===== src/rtl/mem_stream_reader.sv =====
// Streams a contiguous, wrapping range of a block memory's read port out as a
// valid/ready stream, with a 2-entry skid FIFO covering the 1-cycle read latency.
module mem_stream_reader #(
  parameter  int WIDTH = 32,
  parameter  int DEPTH = 512,
  localparam int AW    = $clog2(DEPTH)
) (
  input  logic             clk,
  input  logic             rst_n,
  input  logic             start,
  input  logic [AW-1:0]    base_addr,
  input  logic [AW:0]      count,
  output logic             busy,
  output logic             done,
  output logic             mem_enB,
  output logic [AW-1:0]    mem_addrB,
  input  logic [WIDTH-1:0] mem_doutB,
  output logic             m_valid,
  input  logic             m_ready,
  output logic [WIDTH-1:0] m_data,
  output logic             m_last,
  output logic [1:0]       dbg_state_o
);

  // Stream handshake: a word transfers on every rising edge where
  // m_valid && m_ready; while m_valid is high and m_ready low, m_data and
  // m_last hold. m_valid never depends on m_ready.

  typedef enum logic [1:0] {
    IDLE  = 2'd0,
    READ  = 2'd1,
    DRAIN = 2'd2
  } state_t;

  localparam logic [AW-1:0] ADDR_ONE  = AW'(1);
  localparam logic [AW-1:0] ADDR_LAST = AW'(DEPTH - 1);
  localparam logic [AW:0]   CNT_ONE   = (AW + 1)'(1);

  state_t           state_q;
  logic             busy_q;
  logic             done_q;
  logic [AW-1:0]    rd_addr_q;
  logic [AW:0]      issue_left_q;
  logic [AW:0]      pop_left_q;
  logic             inflight_q;
  logic [1:0]       occ_q;
  logic             wr_ptr_q;
  logic             rd_ptr_q;
  logic [WIDTH-1:0] fifo_q [2];

  logic             pop_now;
  logic             issue;
  logic [2:0]       in_use;
  logic [1:0]       occ_d;
  logic [AW-1:0]    rd_addr_d;

  assign m_valid     = (occ_q != 2'd0);
  assign m_data      = fifo_q[rd_ptr_q];
  assign m_last      = m_valid && (pop_left_q == CNT_ONE);
  assign pop_now     = m_valid && m_ready;
  assign mem_enB     = issue;
  assign mem_addrB   = rd_addr_q;
  assign busy        = busy_q;
  assign done        = done_q;
  assign dbg_state_o = state_q;

  // Credit rule: a read may be issued only if its word is guaranteed a slot
  // when it lands next cycle, counting what leaves the FIFO this cycle.
  always_comb begin
    in_use    = {1'b0, occ_q} + {2'b00, inflight_q} - {2'b00, pop_now};
    issue     = (state_q == READ) && (issue_left_q != '0) && (in_use < 3'd2);
    rd_addr_d = (rd_addr_q == ADDR_LAST) ? '0 : rd_addr_q + ADDR_ONE;
    occ_d     = occ_q;
    case ({inflight_q, pop_now})
      2'b10:   occ_d = occ_q + 2'd1;
      2'b01:   occ_d = occ_q - 2'd1;
      default: occ_d = occ_q;
    endcase
  end

  always_ff @(posedge clk or negedge rst_n) begin
    if (!rst_n) begin
      state_q      <= IDLE;
      busy_q       <= 1'b0;
      done_q       <= 1'b0;
      rd_addr_q    <= '0;
      issue_left_q <= '0;
      pop_left_q   <= '0;
      inflight_q   <= 1'b0;
      occ_q        <= 2'd0;
      wr_ptr_q     <= 1'b0;
      rd_ptr_q     <= 1'b0;
      fifo_q[0]    <= '0;
      fifo_q[1]    <= '0;
    end else begin
      done_q     <= 1'b0;
      occ_q      <= occ_d;
      inflight_q <= issue;

      if (inflight_q) begin
        fifo_q[wr_ptr_q] <= mem_doutB;
        wr_ptr_q         <= ~wr_ptr_q;
      end
      if (pop_now) begin
        rd_ptr_q   <= ~rd_ptr_q;
        pop_left_q <= pop_left_q - CNT_ONE;
      end
      if (issue) begin
        rd_addr_q    <= rd_addr_d;
        issue_left_q <= issue_left_q - CNT_ONE;
      end

      case (state_q)
        IDLE: begin
          if (start) begin
            if (count != '0) begin
              rd_addr_q    <= base_addr;
              issue_left_q <= count;
              pop_left_q   <= count;
              busy_q       <= 1'b1;
              state_q      <= READ;
            end else begin
              done_q <= 1'b1;
            end
          end
        end
        READ: begin
          if (issue && (issue_left_q == CNT_ONE)) state_q <= DRAIN;
        end
        DRAIN: begin
          if (pop_now && m_last) begin
            state_q <= IDLE;
            busy_q  <= 1'b0;
            done_q  <= 1'b1;
          end
        end
        default: state_q <= IDLE;
      endcase
    end
  end

endmodule

===== config.mk =====
export PLATFORM = sky130hd
export DESIGN_NAME = mem_stream_reader
export DESIGN_NICKNAME = d
export VERILOG_FILES = /design/src/rtl/mem_stream_reader.sv
export SDC_FILE = /design/constraint.sdc
export NUM_CORES = 1
export LEC_CHECK = 0
export ABC_AREA = 0
export CORE_ASPECT_RATIO = 0.9
export CORE_MARGIN = 3
export CORE_UTILIZATION = 45
export DETAILED_ROUTE_END_ITERATION = 6
export PLACE_DENSITY_LB_ADDON = 0.12
export RECOVER_POWER = 50
export SETUP_SLACK_MARGIN = 0.2
export SLEW_MARGIN = 0
export SYNTH_ARGS = -nofsm -noshare
export SYNTH_HDL_FRONTEND = slang
export SYNTH_SLANG_ARGS = --single-unit

===== constraint.sdc =====
create_clock -name clk -period 5.8 [get_ports clk]
set_input_delay 1.74 -clock clk [delete_from_list [all_inputs] [get_ports clk]]
set_output_delay 1.74 -clock clk [all_outputs]
set_load 0.01 [all_outputs]

==> results summary <==
The run finished, with violations left. The final reports fail on max-capacitance violations, max-slew violations. The number of buffers inserted by port buffering came out at 102. The total design power came out at 0.00385 W.

The layout overhead on the synthesized area is 31.0%. The final layout contains 575 nets. The highest-delay cell along the critical path is sky130_fd_sc_hd__fa_2.

The worst slew margin relative to its limit is -144%. For this run, design rule violations remaining after detail routing come to 0. The average wire per cell in the routed design is 16.8 um. Of the available clock period, the critical path in the final layout requires 94.1%.

The repair_antennas step left the layout with diodes totalling 0. In the global route stage, overall resource usage came out at 18.5%. A synthesized cell averages 11.8 um2. The slew at the pin closest to its max-slew limit came out at 3.66 ns. The global-route wire length before repair came out at 18000 um. The die width came out at about 120 um.

In the post-synthesis netlist, the biggest area contributors are sky130_fd_sc_hd__dfrtp_1 52%, sky130_fd_sc_hd__mux2_2 22%, sky130_fd_sc_hd__nor2_1 2.1%, sky130_fd_sc_hd__a31oi_1 1.9%, sky130_fd_sc_hd__o21ai_0 1.7%. The biggest fanout along the worst timing path came out at 3. The internal power summed over all cells is roughly 0.0026 W. The final wirelength came out at 10900 um. The number of synthesized flops with an enable pin came out at 0. The commonest cells after synthesis are 102 x sky130_fd_sc_hd__dfrtp_1, 96 x sky130_fd_sc_hd__mux2_2, 28 x sky130_fd_sc_hd__nor2_1. Walking the worst path, the cells encountered are dlygate4sd2_1 -> nor2b_1 -> o21ai_1 -> fa_2 -> nand3b_1 -> or2_1 -> or2_1 -> inv_2 -> clkdlybuf4s15_2. The Yosys step of the flow raised 0 warnings. The total of flip-flops plus latches after synthesis came out at 102. Summed over all instances, the cell type with the most area after synthesis is sky130_fd_sc_hd__dfrtp_1. The most common cell in the synthesized netlist is sky130_fd_sc_hd__dfrtp_1. The setup fix buffers added after clock tree synthesis is 0. The worst hold path terminates at fifo_q[5]. The worst voltage drop across the vdd grid came out at slightly above 0.0003 V. The net switching fraction of the power came out at 33.1%. The number of buffers between clock root and the deepest sink is 2. Clock tree synthesis selected as its root buffer the cell sky130_fd_sc_hd__clkbuf_16.

In this run the register-to-register setup slack is 2.91 ns. When the netlist entered floorplanning its net count stood at 475. The count of placed standard cells including taps is 631.

The minimum clock period after layout came out at 5.46 ns. In this run the critical register-to-register path is launched from occ_q[1]. In the routed layout, each cell is associated on average with a via count of ~5.4. In this run the remaining antenna-violating nets after routing total 0.

The data required time at the worst endpoint is 4.06 ns. For this run, the leading register cell type out of synthesis is sky130_fd_sc_hd__dfrtp_1. The top cell type's share of synthesized area came out at 52.2%. The leakage power of the design is around 2.6 nW.

The min-delay analysis places its worst path in the category reg -> reg. The clock-pin slew of the registers on the worst-case setup and hold paths came out at 0.07 ns. The number of antenna violations at the first check in global routing came to 0. The hold violation count in the final report came out at 0. The power density normalized to cell area came out at 600 nW/um2.

The fmax is 183 MHz. The via count of the first global-routing pass came to 3563. Setup repair after global routing left no endpoint under its margin. The depth of the worst hold-timing path is 1. The final-layout setup total negative slack is 0 ns. Across the run, the number of max-cap violations was 1. The count of unique library cells instantiated by Yosys is 47. STA classifies the critical path startpoint as an input port. The setup path with the least slack is of type in -> out. For the worst setup path, the data arrival time is 3.72 ns. The largest stage delay on the critical path came out at 0.53 ns. TritonCTS built the clock tree. The initial cell density of the core is 47.0%.

In the synthesized netlist the async set-or-reset flop fraction comes to 100%. The count of mapped cells out of synthesis is 413. The latest clock arrival within the worst-skew pair came out at approximately 0.33 ns.

The number of standard cells in the layout, taps in and fillers out is roughly 650. The final weighted congestion of routability-driven global placement came out at 0.816. The worst clock skew is 0.00810 ns.

Registers are responsible for 34.5% of the overall power. The share of total power in combinational logic came out at 47.5%. The pin count of the biggest net entering global routing came out at 70. The netlist area before placement came out at 4890 um2. The boundary pin count is ~100.

The die area is 12200 um2. The H-tree depth reported by CTS is 3. The region available for standard cell placement spans roughly 10000 um2. The count of pins over their slew limit is 70. The remaining global-route overflow came out at 0.

The worst setup path is captured at an output port. The share of post-route cells with drive strength above 1 came out at 25.1%. The dominant cell type by count on the critical path is sky130_fd_sc_hd__or2_1.

The clock drives 102 sinks. The number of cells on the worst reg-to-reg path is 10. The routed layout has around 3500 vias. In this run the critical register-to-register path is captured at mem_addrB[5]. Summed over all nets, the half-perimeter wirelength after detailed placement is 7610 um. The number of violations reported at the end of detailed-routing iteration 0 is approximately 220. The count of endpoints failing setup in the final report is 0. The die height is 105 um. After synthesis, flip-flops and latches occupy 52.2% of the total area. The clock network accounts for 18.0% of the total power. Counting the buffers created by CTS gives 9. The floorplan has 35 rows. The detailed-router iteration count before antenna repair is 4. The startpoint of the worst hold path is fifo_q[5]. The switching power of the nets came out at 0.00127 W.
## cell usage in the layout (no fill, tap or decap), drive strengths merged, types with 4 or more instances in the layout
cell           synthesis  routed
xnor2                  8       8
nor4                   4       4
nand2                 21      21
clkdlybuf4s50          0      67
clkbuf                13      12
nand3                  8       8
ha                     6       6
nor2                  28      28
nand3b                 4       4
inv                    6       7
dlygate4sd3            0      32
dfrtp                102     102
xor2                   6       6
nor3                   5       5
or4b                   4       4
a31oi                 15      15
buf                   10      10
mux2                  96      96
a21oi                 15      15
or2                    4       4
o21ai                 18      18
nand2b                 5       5
or4                    6       6
## how the worst max path moves through the flow
| stage | startpoint | to | slack, ns | depth (start not counted) |
|---|---|---|---|---|
| finish | m_ready | mem_enB | 0.34 | 9 |
| global route | m_ready | mem_enB | 0.22 | 9 |
| detailed placement | m_ready | mem_enB | -0.24 | 10 |
| floorplan | m_ready | mem_enB | 0.39 | 11 |
| CTS | m_ready | mem_enB | 0.34 | 9 |
| global placement | m_ready | mem_enB | -0.23 | 10 |
## sequential cells by signal (all words and copies together), names as in the netlist, 2 cells and up
signal,flops
dbg_state_o,2
occ_q,2
issue_left_q,10
fifo_q,64
pop_left_q,10
mem_addrB,9
## what timing repair did
item / in CTS / in global routing
setup endpoints to repair: 1 / 0
hold buffers: 0 / 0
gates resized for setup: 9 / 0
## logic make-up after synthesis
family / share of synthesized area (%)
XOR/XNOR: 2.51
AND/OR/NAND/NOR: 11.4
buffers and inverters: 2.38
adder cells (fa/ha/maj): 1.94
flip-flops: 52.2
AO/OA/AOI/OAI: 7.16
multiplexers: 22.5
## layer usage
metal	track usage, %	wire [um]	up-vias	share of wire, %
met3	4.34	487	9	4.5
met2	29.5	5360	82	49
met5	0	0	-	0
met4	4.06	78	0	0.72
met1	25.7	4930	1754	45
li1	-	-	1680	-
## per-stage QoR
| step | utilization, % | cell area, um2 | setup slack, ns | hold slack [ns] |
|---|---|---|---|---|
| floorplan | - | 4890 | 0.391 | 0.461 |
| global placement | 58.2 | 6060 | -0.226 | 0.481 |
| detailed placement | 58.2 | 6060 | -0.241 | 0.488 |
| CTS | 61.5 | 6410 | 0.338 | 0.504 |
| global route | 61.5 | 6410 | 0.216 | 0.515 |
| finish | 61.5 | 6410 | 0.345 | 0.502 |
## power groups by stage
stage / Sequential, W / Combinational [W] / Clock (W)
after floorplan: 0.00127 / 0.00115 / 0
after global placement: 0.00131 / 0.00181 / 0
after detailed placement: 0.00134 / 0.00185 / 0
after CTS: 0.00133 / 0.00186 / 0.000711
after global routing: 0.00138 / 0.00199 / 0.000745
final: 0.00133 / 0.00183 / 0.000693
## worst max-delay path: cells and delay by family
family,cells,cell delay [ns]
and+or+nand+nor,4,0.79
buffers and inverters,3,0.54
adders and majority gates,1,0.53
AOI/OAI and AO/OA,1,0.10
## area by class of cell
cell class              instances  area, um2
clock buffers                  11        243
clock inverters                 5        104
fillers                       866       4010
inverters                       6       22.5
multi-input cells             282       2240
flip-flops and latches        102       2550
well taps                     129        161
repair buffers                112       1090
Note: power is estimated with default switching activity, not from simulation.
